==> src/rtl/bram_program_loader.sv <==
// Byte-stream loader for BRAM port A: reads a little-endian word-count header,
// then writes each assembled little-endian payload word at consecutive word addresses.
module bram_program_loader #(
  parameter int unsigned DATAW    = 32,
  parameter int unsigned ADDRW    = 12,
  parameter int unsigned WORD_LEN = 2
) (
  input  logic                    i_clk,
  input  logic                    i_rst,
  input  logic                    i_clear,
  input  logic                    i_in_valid,
  input  logic [7:0]              i_in_data,
  output logic                    o_in_ready,
  output logic                    o_ram_we,
  output logic [ADDRW-1:0]        o_ram_addr,
  output logic [DATAW-1:0]        o_ram_din,
  output logic                    o_busy,
  output logic                    o_done,
  output logic                    o_err,
  output logic [ADDRW-WORD_LEN:0] o_words_written
);

  localparam int unsigned WCW = ADDRW - WORD_LEN + 1;
  localparam logic [31:0] CAP = 32'(1) << (ADDRW - WORD_LEN);

  typedef enum logic [1:0] {S_LEN, S_DATA, S_DONE} state_t;

  state_t           r_state, w_state_d;
  logic [1:0]       r_idx, w_idx_d;
  logic [23:0]      r_shift, w_shift_d;
  logic [WCW-1:0]   r_len, w_len_d;
  logic [WCW-1:0]   r_words, w_words_d;
  logic             r_we, w_we_d;
  logic [ADDRW-1:0] r_addr, w_addr_d;
  logic [DATAW-1:0] r_din, w_din_d;
  logic             r_err, w_err_d;

  logic             w_accept;
  logic [31:0]      w_word;
  logic [WCW-1:0]   w_words_inc;

  assign o_in_ready      = (r_state != S_DONE);
  assign o_busy          = (r_state == S_DATA);
  assign o_done          = (r_state == S_DONE);
  assign o_err           = r_err;
  assign o_ram_we        = r_we;
  assign o_ram_addr      = r_addr;
  assign o_ram_din       = r_din;
  assign o_words_written = r_words;

  assign w_accept    = i_in_valid && o_in_ready;
  assign w_word      = {i_in_data, r_shift};
  assign w_words_inc = r_words + WCW'(1);

  always_ff @(posedge i_clk or posedge i_rst) begin
    if (i_rst) begin
      r_state <= S_LEN;
    end else begin
      r_state <= w_state_d;
    end
  end

  always_comb begin
    w_state_d = r_state;
    w_idx_d   = r_idx;
    w_shift_d = r_shift;
    w_len_d   = r_len;
    w_words_d = r_words;
    w_we_d    = 1'b0;
    w_addr_d  = r_addr;
    w_din_d   = r_din;
    w_err_d   = r_err;

    // clear wins over a byte accepted in the same cycle
    if (i_clear) begin
      w_state_d = S_LEN;
      w_idx_d   = 2'd0;
      w_shift_d = 24'd0;
      w_words_d = '0;
      w_err_d   = 1'b0;
    end else if (w_accept) begin
      w_idx_d = r_idx + 2'd1;
      case (r_idx)
        2'd0: w_shift_d[7:0]   = i_in_data;
        2'd1: w_shift_d[15:8]  = i_in_data;
        2'd2: w_shift_d[23:16] = i_in_data;
        default: begin
          w_shift_d = 24'd0;
          unique case (r_state)
            S_LEN: begin
              if (w_word == 32'd0) begin
                w_state_d = S_DONE;
              end else if (w_word > CAP) begin
                w_err_d   = 1'b1;
                w_state_d = S_DONE;
              end else begin
                w_len_d   = w_word[WCW-1:0];
                w_state_d = S_DATA;
              end
            end
            S_DATA: begin
              w_we_d    = 1'b1;
              w_addr_d  = {r_words[WCW-2:0], {WORD_LEN{1'b0}}};
              w_din_d   = w_word;
              w_words_d = w_words_inc;
              if (w_words_inc == r_len) begin
                w_state_d = S_DONE;
              end
            end
            default: ;
          endcase
        end
      endcase
    end
  end

  always_ff @(posedge i_clk or posedge i_rst) begin
    if (i_rst) begin
      r_idx   <= 2'd0;
      r_shift <= 24'd0;
      r_len   <= '0;
      r_words <= '0;
      r_we    <= 1'b0;
      r_addr  <= '0;
      r_din   <= '0;
      r_err   <= 1'b0;
    end else begin
      r_idx   <= w_idx_d;
      r_shift <= w_shift_d;
      r_len   <= w_len_d;
      r_words <= w_words_d;
      r_we    <= w_we_d;
      r_addr  <= w_addr_d;
      r_din   <= w_din_d;
      r_err   <= w_err_d;
    end
  end

endmodule

==> config.mk <==
export PLATFORM = sky130hd
export DESIGN_NAME = bram_program_loader
export DESIGN_NICKNAME = d
export VERILOG_FILES = /design/src/rtl/bram_program_loader.sv
export SDC_FILE = /design/constraint.sdc
export NUM_CORES = 1
export LEC_CHECK = 0
export ABC_CLOCK_PERIOD_IN_PS = 4100
export CAP_MARGIN = 40
export CORE_UTILIZATION = 53
export CTS_BUF_LIST = sky130_fd_sc_hd__clkbuf_16
export CTS_CLUSTER_SIZE = 14
export DETAILED_ROUTE_END_ITERATION = 8
export PLACE_DENSITY = 0.8
export SLEW_MARGIN = 15
export SYNTH_ARGS = -nofsm -noshare
export SYNTH_HDL_FRONTEND = slang
export SYNTH_SLANG_ARGS = --single-unit
==> constraint.sdc <==
create_clock -name i_clk -period 4.1 [get_ports i_clk]
set_input_delay 1.025 -clock i_clk [delete_from_list [all_inputs] [get_ports i_clk]]
set_output_delay 1.025 -clock i_clk [all_outputs]
set_load 0.01 [all_outputs]
==> results by group <==
Routing
  • DRT antenna net count: 0
  • Drt first-iter violations: 263
  • Wire per inst: about 18 um
  • Vias: 3108
  • Router iterations before antenna repair: 4
  • WL final: 9490 um
  • Vias per Instance: ~5.9
  • Drt drc: 0

STA
  • Fin Clk Skew: 9.75 ps
  • Slew Viols, Final: 0
  • Fin crit period: between 2000 and 3000 ps
  • RSZ-0062 raised after global routing: no
  • Measured slew at the worst slew-check pin: 647 ps
  • Slew headroom: 0.567
  • Period utilisation layout: 0.722
  • Fmax: 0.338 GHz
  • Setup_tns: 0 ps
  • Final hold vios: 0
  • # setup viols final: 0

Clock network
  • CTS tree: yes
  • Clock transition at the registers of the reported paths: 70 ps
  • Root Driver: clkbuf_16
  • H-tree levels: 3
  • Deepest clock path buffer count: 2
  • TritonCTS buffer count: 9
  • # Post-CTS Setup Buffers: 0
  • Skew-Pair Late Insertion Delay: approximately 330 ps
  • Post-CTS Resized: 0
  • Clock sink total: 94
  • CTS Hold Buffers Added: 0

Synth
  • Most area-consuming cells after synthesis: dfrtp_1 (56%), mux2_2 (14%), nand3_1 (3.1%), a21oi_1 (3.0%), xor2_1 (2.1%)
  • Cells after Synth: 358
  • EDFF count, synth: 0
  • Count leader, synth: dfrtp_1
  • Mapped Area: 0.00420 mm2
  • Synth top area share: 0.560
  • Post-synth cell types: 45
  • Post-synthesis register bit count: 94
  • Sequential area share after synthesis: 0.560
  • Synth Area per Inst: 11.7 um2
  • Ys flop type: dfrtp_1
  • Asr flop ratio synth: 1.00
  • Synthesis Warnings: 0
  • Area leader, netlist: dfrtp_1
  • Top cells by count, synth: dfrtp_1 (94), mux2_2 (53), nand3_1 (26)

Power
  • Clock share of power: 0.454
  • Total power: 1950 uW
  • Pint: 1510 uW
  • LEAKAGE: 0.00240 uW
  • Gate power share: 0.058
  • Switching power: 443 uW
  • Sequential power share: 0.487
  • P per Cell Area: around 370 mW/mm2
  • Sw frac: 0.227
  • Max IR drop VDD: 190 uV

Worst hold path
  • Hold Path Origin: o_ram_din[30]
  • Min-Delay Path Class: flop to flop

Global route
  • First-pass GRT wire length: 15900 um
  • Initial antenna violation count: 0
  • Global route overflow: 0
  • Largest net degree at the start of global routing: 38
  • GR Util All Layers: 0.244
  • Vias in the first global route: ~3100

Worst setup path
  • Worst setup path start: i_in_valid
  • CP Max Fanout: 37
  • Critical setup path kind: primary input to flop
  • CP endpoint kind: flop
  • Signal arrival time at the worst endpoint: 3170 ps
  • Startpoint types: primary input
  • Reg-to-reg startpoint: r_shift[4]
  • Worst EP required: 4310 ps

Layout
  • Layout Utilization: 0.690
  • Layout cells sized above 1: 0.187
  • Nets: 440
  • Ant diodes: 0
  • Synth-to-Final Area Change: 26.2%

Placed design
  • Port Buf Inserts: roughly 70
  • DP Wirelength: 6310 um
  • GPL Wtd Cong: 0.795

Floorplan
  • Chip width: 91.0 um
  • Core area: 0.00769 mm2
  • Die height: slightly above 90 um
  • Initial Util: 0.546
  • Site Rows: 32
  • Top Ports: 72
  • Die area: 0.00828 mm2

Job
  • MaxCap Viol Count: 0

Outcome
  • Run status: completed
## cells in the final DEF, fill, tap and decap left out, types with 3 or more instances in the layout
cell and count:
nor4_1 9, buf_4 4, xnor2_1 8, nor3_1 5, xor2_1 10, mux2_2 53
o31ai_1 4, or3_1 8, dfrtp_1 94, ha_1 5, and3_1 3, clkdlybuf4s50_1 69
nand3_1 26, o21ai_0 8, a22o_1 8, clkbuf_16 9, nor2_1 12, a21oi_1 25
inv_1 6, nand2_1 22
## metrics by stage
step / hold slack [ps] / cell area (um2) / worst slack [ps] / instances
after global routing: 519 / 5300 / 1040 / 530
final: 506 / 5300 / 1140 / 530
after floorplan: 483 / 4200 / 626 / 359
after CTS: 510 / 5300 / 1160 / 530
after global placement: 490 / 4980 / 879 / 514
after detailed placement: 494 / 4980 / 788 / 514
## sequential cells by signal, indices dropped and copies added, names as in the netlist
signal and cells:
r_idx 2, o_ram_we 1, r_shift 24, o_words_written 11, o_err 1, r_len 11
o_ram_din 32, r_state 2, o_ram_addr 10
## power groups by stage
stage | sequential, uW | combinational, uW | clock, uW
3_3_place_gp | 967 | 107 | 0
4_1_cts | 950 | 114 | 899
5_1_grt | 952 | 128 | 936
2_1_floorplan | 963 | 72.6 | 0
3_5_place_dp | 968 | 111 | 0
6_report | 951 | 114 | 887
## logic make-up after synthesis
family,Yosys count,synth area share
flops,94,0.560
other cells,1,0.000893
simple gates,102,0.128
buf+inv,28,0.0298
mux,55,0.147
compound gates,55,0.0822
fa+ha+maj,5,0.0149
xor+xnor,18,0.0375
## routing by layer
metal,global-route usage,vias up,part of all wire
met5,0,-,0
met4,0.102,0,0.011
met3,0.0335,13,0.049
met2,0.376,106,0.49
met1,0.350,1574,0.45
li1,-,1415,-
## critical path: stages
cell	delay, ps
clkdlybuf4s50_1	530
nand2_2	80
or3_1	570
nor2_4	320
buf_12	250
mux2_2	360
## final cells by class
class                           count  area, um2
Multi-Input combinational cell    237       1730
Tap cell                          102        128
Clock inverter                      7       96.3
Inverter                            7       27.5
Fill cell                         569       2390
Clock buffer                        9        225
Timing Repair Buffer               74        741
Sequential cell                    94       2350
## path summary, 6_finish.rpt
check | to | slack [ps] | cells past startpoint
min in group asynchronous | o_ram_addr[3] | 1070 | 2
hold reg to reg | o_ram_din[30] | 510 | 1
hold / removal | o_ram_din[30] | 510 | 1
max in group asynchronous | r_len[10] | 2150 | 3
setup / recovery | o_ram_addr[10] | 1140 | 6
setup reg to reg | r_len[6] | 1780 | 6
(Power assumes the default switching activity.)
